## config.mk

```make
export PLATFORM = sky130hd
export DESIGN_NAME = edn_lfsr_responder
export DESIGN_NICKNAME = d
export VERILOG_FILES = /design/src/rtl/edn_lfsr_responder_pkg.sv /design/src/rtl/edn_pkg.sv /design/src/rtl/edn_lfsr32.sv /design/src/rtl/edn_lfsr_responder.sv
export SDC_FILE = /design/constraint.sdc
export NUM_CORES = 1
export LEC_CHECK = 0
export BUFFER_PORTS_ARGS = -buffer_cell sky130_fd_sc_hd__buf_2
export CORE_ASPECT_RATIO = 0.6
export CORE_MARGIN = 2
export CORE_UTILIZATION = 35
export CTS_BUF_LIST = sky130_fd_sc_hd__clkbuf_16
export DETAILED_ROUTE_END_ITERATION = 12
export GPL_TIMING_DRIVEN = 0
export PLACE_DENSITY = 0.63
export SLEW_MARGIN = 30
export SYNTH_ARGS = -nofsm -noshare
export SYNTH_HDL_FRONTEND = slang
export SYNTH_SLANG_ARGS = --single-unit
```

## constraint.sdc

```tcl
create_clock -name clk_i -period 3.35 [get_ports clk_i]
set_input_delay 0.67 -clock clk_i [delete_from_list [all_inputs] [get_ports clk_i]]
set_output_delay 0.67 -clock clk_i [all_outputs]
set_load 0.005 [all_outputs]
```

## src/rtl/edn_lfsr_responder_pkg.sv

```systemverilog
// Shared constants, FSM state type and LFSR step function for edn_lfsr_responder.
package edn_lfsr_responder_pkg;

    // Galois feedback taps for the 32-bit right-shifting LFSR.
    localparam logic [31:0] EdnLfsrPoly = 32'h80200003;

    // Width of the WAIT down-counter: covers 15 + 3 cycles of optional jitter.
    localparam int unsigned LatW = 5;

    typedef enum logic [1:0] {
        IDLE = 2'd0,
        WAIT = 2'd1,
        ACK  = 2'd2
    } edn_rsp_state_e;

    // One Galois step: shift right, fold the polynomial in when bit 0 falls out.
    function automatic logic [31:0] lfsr_next(logic [31:0] cur);
        return (cur >> 1) ^ (cur[0] ? EdnLfsrPoly : 32'h0);
    endfunction

endpackage : edn_lfsr_responder_pkg

```

## src/rtl/edn_pkg.sv

```systemverilog
// Minimal EDN request/response types for an entropy consumer and its endpoint.
package edn_pkg;

    typedef struct packed {
        logic edn_req;
    } edn_req_t;

    typedef struct packed {
        logic        edn_ack;
        logic        edn_fips;
        logic [31:0] edn_bus;
    } edn_rsp_t;

endpackage : edn_pkg

```

## src/rtl/edn_lfsr32.sv

```systemverilog
// 32-bit Galois LFSR with seed load, single-step advance and zero-seed substitution.
// A zero seed would lock the LFSR at zero forever, so DefaultSeed is loaded instead.
module edn_lfsr32
    import edn_lfsr_responder_pkg::*;
#(
    parameter logic [31:0] DefaultSeed = 32'h4807379f
) (
    input  logic        clk_i,
    input  logic        rst_i,
    input  logic        load_i,
    input  logic [31:0] seed_i,
    input  logic        advance_i,
    output logic [31:0] lfsr_o
);

    logic [31:0] lfsr_q, lfsr_d;

    // Load has priority over advance; the top never requests both at once.
    always_comb begin
        lfsr_d = lfsr_q;
        if (load_i) begin
            lfsr_d = (seed_i == 32'h0) ? DefaultSeed : seed_i;
        end else if (advance_i) begin
            lfsr_d = lfsr_next(lfsr_q);
        end
    end

    // LFSR state register, returns to DefaultSeed on reset.
    always_ff @(posedge clk_i) begin
        if (rst_i) begin
            lfsr_q <= DefaultSeed;
        end else begin
            lfsr_q <= lfsr_d;
        end
    end

    assign lfsr_o = lfsr_q;

endmodule : edn_lfsr32

```

## src/rtl/edn_lfsr_responder.sv

```systemverilog
// EDN endpoint model: answers req/ack requests with pseudo-random 32-bit words.
// Handshake: the consumer raises edn_req and holds it until it sees edn_ack for
// exactly one cycle; edn_bus/edn_fips are valid only in that ack cycle. Dropping
// edn_req before ack abandons the request and sets the sticky proto_err_o.
// Optional macro EDN_LFSR_RESPONDER_RAND_LAT_EN adds 0..3 cycles of jitter
// (taken from lfsr[1:0]) to the WAIT count loaded on accept.
module edn_lfsr_responder
    import edn_lfsr_responder_pkg::*;
#(
    parameter int unsigned LatencyCycles = 2,
    parameter logic [31:0] DefaultSeed   = 32'h4807379f,
    parameter int unsigned CntW          = 16
) (
    input  logic               clk_i,
    input  logic               rst_i,
    input  edn_pkg::edn_req_t  edn_i,
    output edn_pkg::edn_rsp_t  edn_o,
    input  logic               enable_i,
    input  logic               fips_i,
    input  logic [31:0]        seed_i,
    input  logic               seed_load_i,
    output logic [CntW-1:0]    words_served_o,
    output logic               proto_err_o
);

    edn_rsp_state_e    state_q, state_d;
    logic [LatW-1:0]   cnt_q, cnt_d;
    logic [CntW-1:0]   words_q, words_d;
    logic              err_q, err_d;
    edn_pkg::edn_rsp_t rsp_q, rsp_d;

    logic              lfsr_load;
    logic              lfsr_advance;
    logic [31:0]       lfsr;
    logic [LatW-1:0]   accept_lat;

    edn_lfsr32 #(
        .DefaultSeed (DefaultSeed)
    ) u_lfsr (
        .clk_i     (clk_i),
        .rst_i     (rst_i),
        .load_i    (lfsr_load),
        .seed_i    (seed_i),
        .advance_i (lfsr_advance),
        .lfsr_o    (lfsr)
    );

`ifdef EDN_LFSR_RESPONDER_RAND_LAT_EN
    // Wait count on accept: fixed latency plus 0..3 cycles of LFSR-derived jitter.
    assign accept_lat = LatW'(LatencyCycles) + {{(LatW-2){1'b0}}, lfsr[1:0]};
`else
    // Wait count on accept: fixed latency only.
    assign accept_lat = LatW'(LatencyCycles);
`endif

    // Next-state logic: accept in IDLE, count down in WAIT, one-cycle ACK.
    always_comb begin
        state_d      = state_q;
        cnt_d        = cnt_q;
        err_d        = err_q;
        lfsr_load    = 1'b0;
        lfsr_advance = 1'b0;
        unique case (state_q)
            IDLE: begin
                // Seeding wins over accepting; the request is picked up next cycle.
                if (seed_load_i) begin
                    lfsr_load = 1'b1;
                end else if (enable_i && edn_i.edn_req) begin
                    if (accept_lat == '0) begin
                        state_d = ACK;
                    end else begin
                        state_d = WAIT;
                        cnt_d   = accept_lat;
                    end
                end
            end
            WAIT: begin
                // An abandoned request leaves the LFSR untouched.
                if (!edn_i.edn_req) begin
                    state_d = IDLE;
                    cnt_d   = '0;
                    err_d   = 1'b1;
                end else if (cnt_q == '0) begin
                    state_d = ACK;
                end else begin
                    cnt_d = cnt_q - 1'b1;
                end
            end
            ACK: begin
                // The served word is consumed on the way out of ACK.
                state_d      = IDLE;
                lfsr_advance = 1'b1;
            end
            default: begin
                state_d = IDLE;
                cnt_d   = '0;
            end
        endcase
    end

    // Response and served-word counter are loaded on the edge entering ACK so the
    // registered outputs line up with the ACK state.
    always_comb begin
        rsp_d   = '0;
        words_d = words_q;
        if (state_d == ACK) begin
            rsp_d.edn_ack  = 1'b1;
            rsp_d.edn_fips = fips_i;
            rsp_d.edn_bus  = lfsr;
            if (words_q != '1) begin
                words_d = words_q + 1'b1;
            end
        end
    end

    // State, counters and response registers with synchronous reset.
    always_ff @(posedge clk_i) begin
        if (rst_i) begin
            state_q <= IDLE;
            cnt_q   <= '0;
            words_q <= '0;
            err_q   <= 1'b0;
            rsp_q   <= '0;
        end else begin
            state_q <= state_d;
            cnt_q   <= cnt_d;
            words_q <= words_d;
            err_q   <= err_d;
            rsp_q   <= rsp_d;
        end
    end

    assign edn_o          = rsp_q;
    assign words_served_o = words_q;
    assign proto_err_o    = err_q;

endmodule : edn_lfsr_responder

```

==> metrics.md, run 1 <==
| Metric | Value |
|---|---|
| Status | completed |
| Worst path slowest cell | nor2_1 |
| Setup TNS | 0 ps |
| Final hold vios | 0 |
| Worst slew pin tran | 693 ps |
| Fillcell total | 1058 |
| Largest net degree at the start of global routing | 14 |
| Main area contributors after synthesis | dfxtp_1, nor2_1, and2_1, a21oi_1, o21ai_0 |
| Library cells used by synthesis | 44 |
| First-pass GRT wire length | 18000 µm |
| Flip-flop and latch area | 1800 µm² |
| Vias in the first global route | 3414 |
| Drt first pass iters | 5 |
| Critical Path Max Stage Delay | 600 ps |
| Setup crit start kind | flip-flop |
| Nets | 582 |
| DRC violations left | 0 |
| Routed wire length | 11300 µm |
| Chip width | 139 µm |
| Total track usage | 0.191 |
| Initial drt markers | 410 |
| CTS tree | yes |
| Pwr/cell area | 503 nW/µm² |
| Setup CP Type | reg2reg |
| Critical path required time | 3630 ps |
| Die height | 85.2 µm |
| Syn_nets | 484 |
| HP Class | reg2reg |
| Worst path top cell family by delay | simple AND/OR/NAND/NOR gates |
| CTS resizes | 0 |
| CTS Buf Count | 9 |
| Port bufs | 87 |
| Syn_area_per_cell | 8.67 µm² |
| Gr ovfl total | 0 |
| Via/cell ratio | 5.45 |
| Pre-CTS setup slack | 604 ps |
| Post-Synthesis Cell Area | 3840 µm² |
| RSZ-0062 raised after global routing | no |
| Pleak | 2.01 nW |
| Initial antenna violation count | 0 |
| Routed length per placed instance | 16.5 µm |
| CP Cell Sequence | inv_1 -> ha_1 -> nor4b_2 -> nand2_1 -> nor2_1 -> clkbuf_1 -> and2_1 |
| Peak supply drop | 0.000274 V |
| Clock Path Buffers | 2 |
| Ratio of cells with drive above 1 in the final layout | 0.211 |
| Skew-Pair Late Insertion Delay | 340 ps |
| Worst Path Max Fanout | 10 |
| Clk_skew | 9.33 ps |
| Async set-or-reset flop fraction in the synthesized netlist | 0 |
| Sequential element share of the synthesized area | 0.469 |
| Fin crit period | 2780 ps |
| Placeable core region | 10600 µm² |
| Vias | 3727 |
| GPL Wtd Cong | 0.857 |
| Num Clock Sinks | 90 |
| Relative slew slack | 0.533 |
| Total power | 0.00239 W |
| Hold buffer count at cts | 0 |
| Fmax achieved | 359 MHz |
| Synth Flop Type | dfxtp_1 |
| DRT antenna net count | 0 |
| Fin crit share | 0.831 |
| Crit. End Element | flip-flop |
| Layout area overhead | 23.7% |
| Flops & latches, synth | 90 |
| Final setup fails | 0 |
| EDFF count, synth | 0 |
| Final WS setup | 567 ps |
| Floorplan row count | 29 |
| Critical path data arrival time | 3070 ps |
| Die Area | 11900 µm² |
| Antenna diodes | 0 |
| H-tree levels | 3 |
| Ys Warns | 0 |
| Clock Tree Root | clkbuf_16 |
| Max Slew Vio Count | 0 |
| Post-DP HPWL | 8270 µm |
| IO Count | 89 |
| Worst path buffer plus inverter count | 2 |
| Cell count after synthesis | 443 |
| Area of the multi-input gates | 1890 µm² |
| Top cell type by total area after synthesis | dfxtp_1 |
| Reg clk slew, reported paths | 60 ps |
| Post-synth top area share | 0.469 |
| Max Cap Viol | 0 |
| Post-CTS repair timing setup buffer count | 0 |
| Initial Utilization | 0.361 |
report_power, final:
group	internal, W	switching [W]
sequential	0.00111	0.0000305
clock	0.000640	0.000400
combinational	0.0000908	0.000122
Yosys cell counts (9+ instances only):
cell type	n
dfxtp_1	90
nor2_1	61
and2_1	34
a21oi_1	33
o21ai_0	31
clkbuf_1	29
nor3_1	17
a211oi_1	15
a2bb2oi_1	15
nand2_1	10
nor4_1	9
metal layers:
layer  routed length, µm  vias to the layer above  GRT usage
met5                   0                        -          0
met4                 136                        0     0.0478
met3                 898                       15     0.0570
met2                4500                      152      0.266
met1                5740                     1793      0.288
li1                    -                     1767          -
per-stage QoR:
stage | hold slack [ps] | cells | cell area, µm² | util
2_1_floorplan | 441 | 443 | 3840 | -
3_3_place_gp | 467 | 669 | 4450 | 0.419
3_5_place_dp | 475 | 669 | 4450 | 0.419
4_1_cts | 491 | 684 | 4750 | 0.447
5_1_grt | 504 | 684 | 4750 | 0.447
6_report | 489 | 684 | 4750 | 0.447
registers in the layout, indices dropped and copies added, names as in the netlist:
signal and cells:
proto_err_o 1, edn_o 34, state_q 2, cnt_q 5, words_served_o 16, u_lfsr.lfsr_o 32
logic make-up (layout without fill, tap and decap cells):
group,Yosys count,count (layout),share of synthesized area
AOI/OAI and AO/OA,112,112,0.184
xor gates and xnor gates,3,3,0.00684
adders and majority gates,3,3,0.00977
buffers and inverters,39,141,0.0387
DFF,90,90,0.469
muxes,11,11,0.0309
and+or+nand+nor,185,185,0.261
worst paths after layout:
path | slack, ps | endpoint | cells past startpoint | startpoint
worst min register to register | 490 | edn_o[17]$_SDFF_PP0_ | 1 | u_lfsr.lfsr_o[17]$_SDFFE_PP1P_
worst max-delay path | 570 | edn_o[31]$_SDFF_PP0_ | 7 | cnt_q[0]$_SDFFE_PP0P_
worst max register to register | 570 | edn_o[31]$_SDFF_PP0_ | 7 | cnt_q[0]$_SDFFE_PP0P_
worst min-delay path | 490 | edn_o[17]$_SDFF_PP0_ | 1 | u_lfsr.lfsr_o[17]$_SDFFE_PP1P_
cell type report:
cell class	instances	area share
Clock inverter	6	0.0161
Inverter	4	0.00316
Clock buffer	9	0.0474
Multi-Input combinational cell	314	0.398
Tap cell	139	0.0366
Buffer	35	0.0282
Timing Repair Buffer	87	0.0916
Sequential cell	90	0.379
cell usage in the layout, fill, tap and decap left out, types with 2 or more instances in the layout:
master,synthesis,routed
a2111oi_0,2,2
a211o_1,2,2
a211oi_1,15,15
a21oi_1,33,33
a221o_1,3,3
a2bb2oi_1,15,15
and2_1,34,34
and3_1,4,4
and4_1,2,2
buf_1,4,4
buf_2,1,88
bufinv_16,0,2
clkbuf_1,29,29
clkbuf_16,0,9
dfxtp_1,90,90
ha_1,3,3
inv_1,4,7
mux2_2,7,7
mux2i_1,4,4
nand2_1,10,10
nand2b_1,5,5
nand3_1,6,6
nand3b_1,4,4
nand4_1,6,6
nor2_1,61,61
nor2b_1,7,7
nor3_1,17,17
nor3b_1,2,2
nor4_1,9,9
o21ai_0,31,31
o21ai_1,2,2
o31ai_1,5,5
or3_1,4,4
or3b_2,4,4
or4_1,5,5
xnor2_1,3,3
Power figures use the tool's default switching activity.
==> inputs of run 2 (changes only) <==
==> constraint.sdc (replaced) <==
create_clock -name clk_i -period 2.78 [get_ports clk_i]
set_input_delay 0.556 -clock clk_i [delete_from_list [all_inputs] [get_ports clk_i]]
set_output_delay 0.556 -clock clk_i [all_outputs]
set_load 0.005 [all_outputs]
==> run 2 against run 1 <==
Net effect:
- cell count did not move
- power rose by 21%
- first-iteration DRC count fell by 8.8%
- largest cell class unchanged
- largest power group unchanged
==> metrics.md, run 2 (synthesis gave the netlist of run 1 again) <==
| Metric | Value |
|---|---|
| Critical path required time | 3010 ps (-620 ps) |
| Relative slew slack | 0.533 (about the same) |
| Via/cell ratio | 5.44 (-0.21%) |
| Skew-Pair Late Insertion Delay | 340 ps (about the same) |
| Gr ovfl total | 0 (unchanged) |
| Routed length per placed instance | 16.4 µm (-0.46%) |
| Final setup fails | 0 (unchanged) |
| Worst Path Max Fanout | 9 (-1) |
| Pre-CTS setup slack | 36.5 ps (-567 ps) |
| Total track usage | 0.191 (unchanged) |
| Clock Path Buffers | 2 (unchanged) |
| RSZ-0062 raised after global routing | no |
| Leading cell type in the layout, fill and taps excluded | dfxtp_1 |
| Worst path top cell family by delay | simple AND/OR/NAND/NOR gates |
| Num Clock Sinks | 90 (unchanged) |
| Fin crit period | 2390 ps (-396 ps) |
| Initial drt markers | 374 (-8.8%) |
| Nets | 582 (unchanged) |
| Largest net degree at the start of global routing | 14 (unchanged) |
| Setup TNS | 0 ps (unchanged) |
| Area of the multi-input gates | 1900 µm² (+0.60%) |
| Initial Utilization | 0.361 (unchanged) |
| Vias in the first global route | 3414 (unchanged) |
| Worst slew pin tran | 694 ps (+0.358 ps) |
| Fin crit share | 0.859 (+0.0281) |
| Layout area overhead | 24.0% |
| Chip width | 139 µm (unchanged) |
| Sw Ratio | 0.231 (about the same) |
| Max Cap Viol | 0 (unchanged) |
| HP Class | in2reg |
| Pint | 0.00222 W (+21%) |
| Worst path slowest cell | or4b_4 |
| Sequential Power Share | 0.476 (about the same) |
| Peak supply drop | 0.000331 V (+21%) |
| Crit. End Element | flip-flop |
| CTS Buf Count | 9 (unchanged) |
| Setup crit start kind | flip-flop |
| Initial antenna violation count | 0 (unchanged) |
| Pleak | 2.02 nW (+0.51%) |
| Fmax achieved | 419 MHz (+17%) |
| Max Slew Vio Count | 0 (unchanged) |
| Setup CP Type | reg2reg |
| GPL Wtd Cong | 0.857 (unchanged) |
| Drt first pass iters | 4 (-1) |
| Critical Path Max Stage Delay | 490 ps (-110 ps) |
| Placeable core region | 10600 µm² (unchanged) |
| First-pass GRT wire length | 18000 µm (unchanged) |
| Critical path data arrival time | 2620 ps (-450 ps) |
| Die Area | 11900 µm² (unchanged) |
| Reg clk slew, reported paths | 60 ps (about the same) |
| DRC violations left | 0 (unchanged) |
| Floorplan row count | 29 (unchanged) |
| Clock Tree Root | clkbuf_16 |
| Flip-flop and latch area | 1800 µm² (unchanged) |
| Total power | 0.00289 W (+21%) |
| Pwr/cell area | 606 nW/µm² (+20%) |
| IO Count | 89 (unchanged) |
| Max reg flops | 34 (unchanged) |
| Clk_skew | 9.76 ps (+0.435 ps) |
| CP Cell Sequence | inv_1 -> ha_1 -> or4b_4 -> or3_1 -> buf_2 -> a211oi_1 -> mux2_2 |
| Worst path buffer plus inverter count | 2 (unchanged) |
| Final WS setup | 392 ps (-174 ps) |
| CTS tree | yes |
| Ratio of cells with drive above 1 in the final layout | 0.213 (+0.00183) |
| Post-DP HPWL | 8270 µm (unchanged) |
| Most frequent cells in the layout | dfxtp_1, buf_2, nor2_1 |
| Clock power frac | 0.434 (about the same) |
| Fillcell total | 1059 (+0.095%) |
| DRT antenna net count | 0 (unchanged) |
| Hold buffer count at cts | 0 (unchanged) |
| Port bufs | 87 (unchanged) |
| Hold WS | 430 ps (-59.3 ps) |
| Switching power | 0.000667 W (+21%) |
| Status | completed |
| Vias | 3719 (-0.21%) |
| Combinational share of power | 0.089 (about the same) |
| Routed wire length | 11200 µm (-0.46%) |
| Antenna diodes | 0 (unchanged) |
| Final hold vios | 0 (unchanged) |
| Die height | 85.2 µm (unchanged) |
| H-tree levels | 3 (unchanged) |
run 2: cell counts in the layout (fill, tap and decap cells not counted):
Identical to the previous run, type by type.
run 2: worst reg2reg max path: cells and delay by family (launching register included):
family | cells | cell delay (ps)
mux | 1 | 370
flops | 1 | 340
fa+ha+maj | 1 | 160
simple gates | 2 | 860
compound gates | 1 | 280
buf+inv | 2 | 260
run 2: stage by stage:
| stage | utilization | instance area, µm² | cells |
|---|---|---|---|
| after CTS | 0.447 | 4750 | 684 |
| after detailed placement | 0.419 | 4450 | 669 |
| after global routing | 0.448 | 4760 | 684 |
| after global placement | 0.419 | 4450 | 669 |
| final | 0.448 | 4760 | 684 |
| after floorplan | - | 3840 | 443 |
run 2: final cells by class:
| type | instances | area share |
|---|---|---|
| sequential | 90 | 0.378 |
| tap | 139 | 0.0365 |
| buffer | 35 | 0.0281 |
| multi-input combinational | 314 | 0.399 |
| clock buffer | 9 | 0.0473 |
| timing repair buffer | 87 | 0.0914 |
| inverter | 4 | 0.00315 |
| clock inverter | 6 | 0.0160 |
run 2: metal layers:
layer | vias to the layer above | wire length (µm) | global-route usage | share of wire
met5 | - | 0 | 0 | 0
met1 | 1772 | 5650 | 0.288 | 0.50
met2 | 164 | 4470 | 0.266 | 0.40
met4 | 0 | 123 | 0.0478 | 0.011
li1 | 1773 | - | - | -
met3 | 10 | 984 | 0.0570 | 0.088
run 2: worst paths after layout:
path / depth (start not counted) / slack, ps / to / startpoint
max reg2reg: 7 / 390 / words_served_o[7]$_SDFFE_PP0P_ / cnt_q[0]$_SDFFE_PP0P_
min reg2reg: 1 / 490 / edn_o[17]$_SDFF_PP0_ / u_lfsr.lfsr_o[17]$_SDFFE_PP1P_
max: 7 / 390 / words_served_o[7]$_SDFFE_PP0P_ / cnt_q[0]$_SDFFE_PP0P_
min: 2 / 430 / edn_o[32]$_SDFF_PP0_ / fips_i
run 2: power groups by stage:
stage                     clock network (W)  logic (W)  registers [W]
after global placement                    0   0.000245        0.00140
after floorplan                           0   0.000163        0.00139
after detailed placement                  0   0.000250        0.00140
after CTS                           0.00128   0.000252        0.00137
after global routing                0.00133   0.000287        0.00138
final                               0.00125   0.000258        0.00137
run 2: timing repair:
action / in CTS / in global routing
setup endpoints to repair: 0 / 30
setup buffers: 0 / 0
resized for setup: 0 / 2
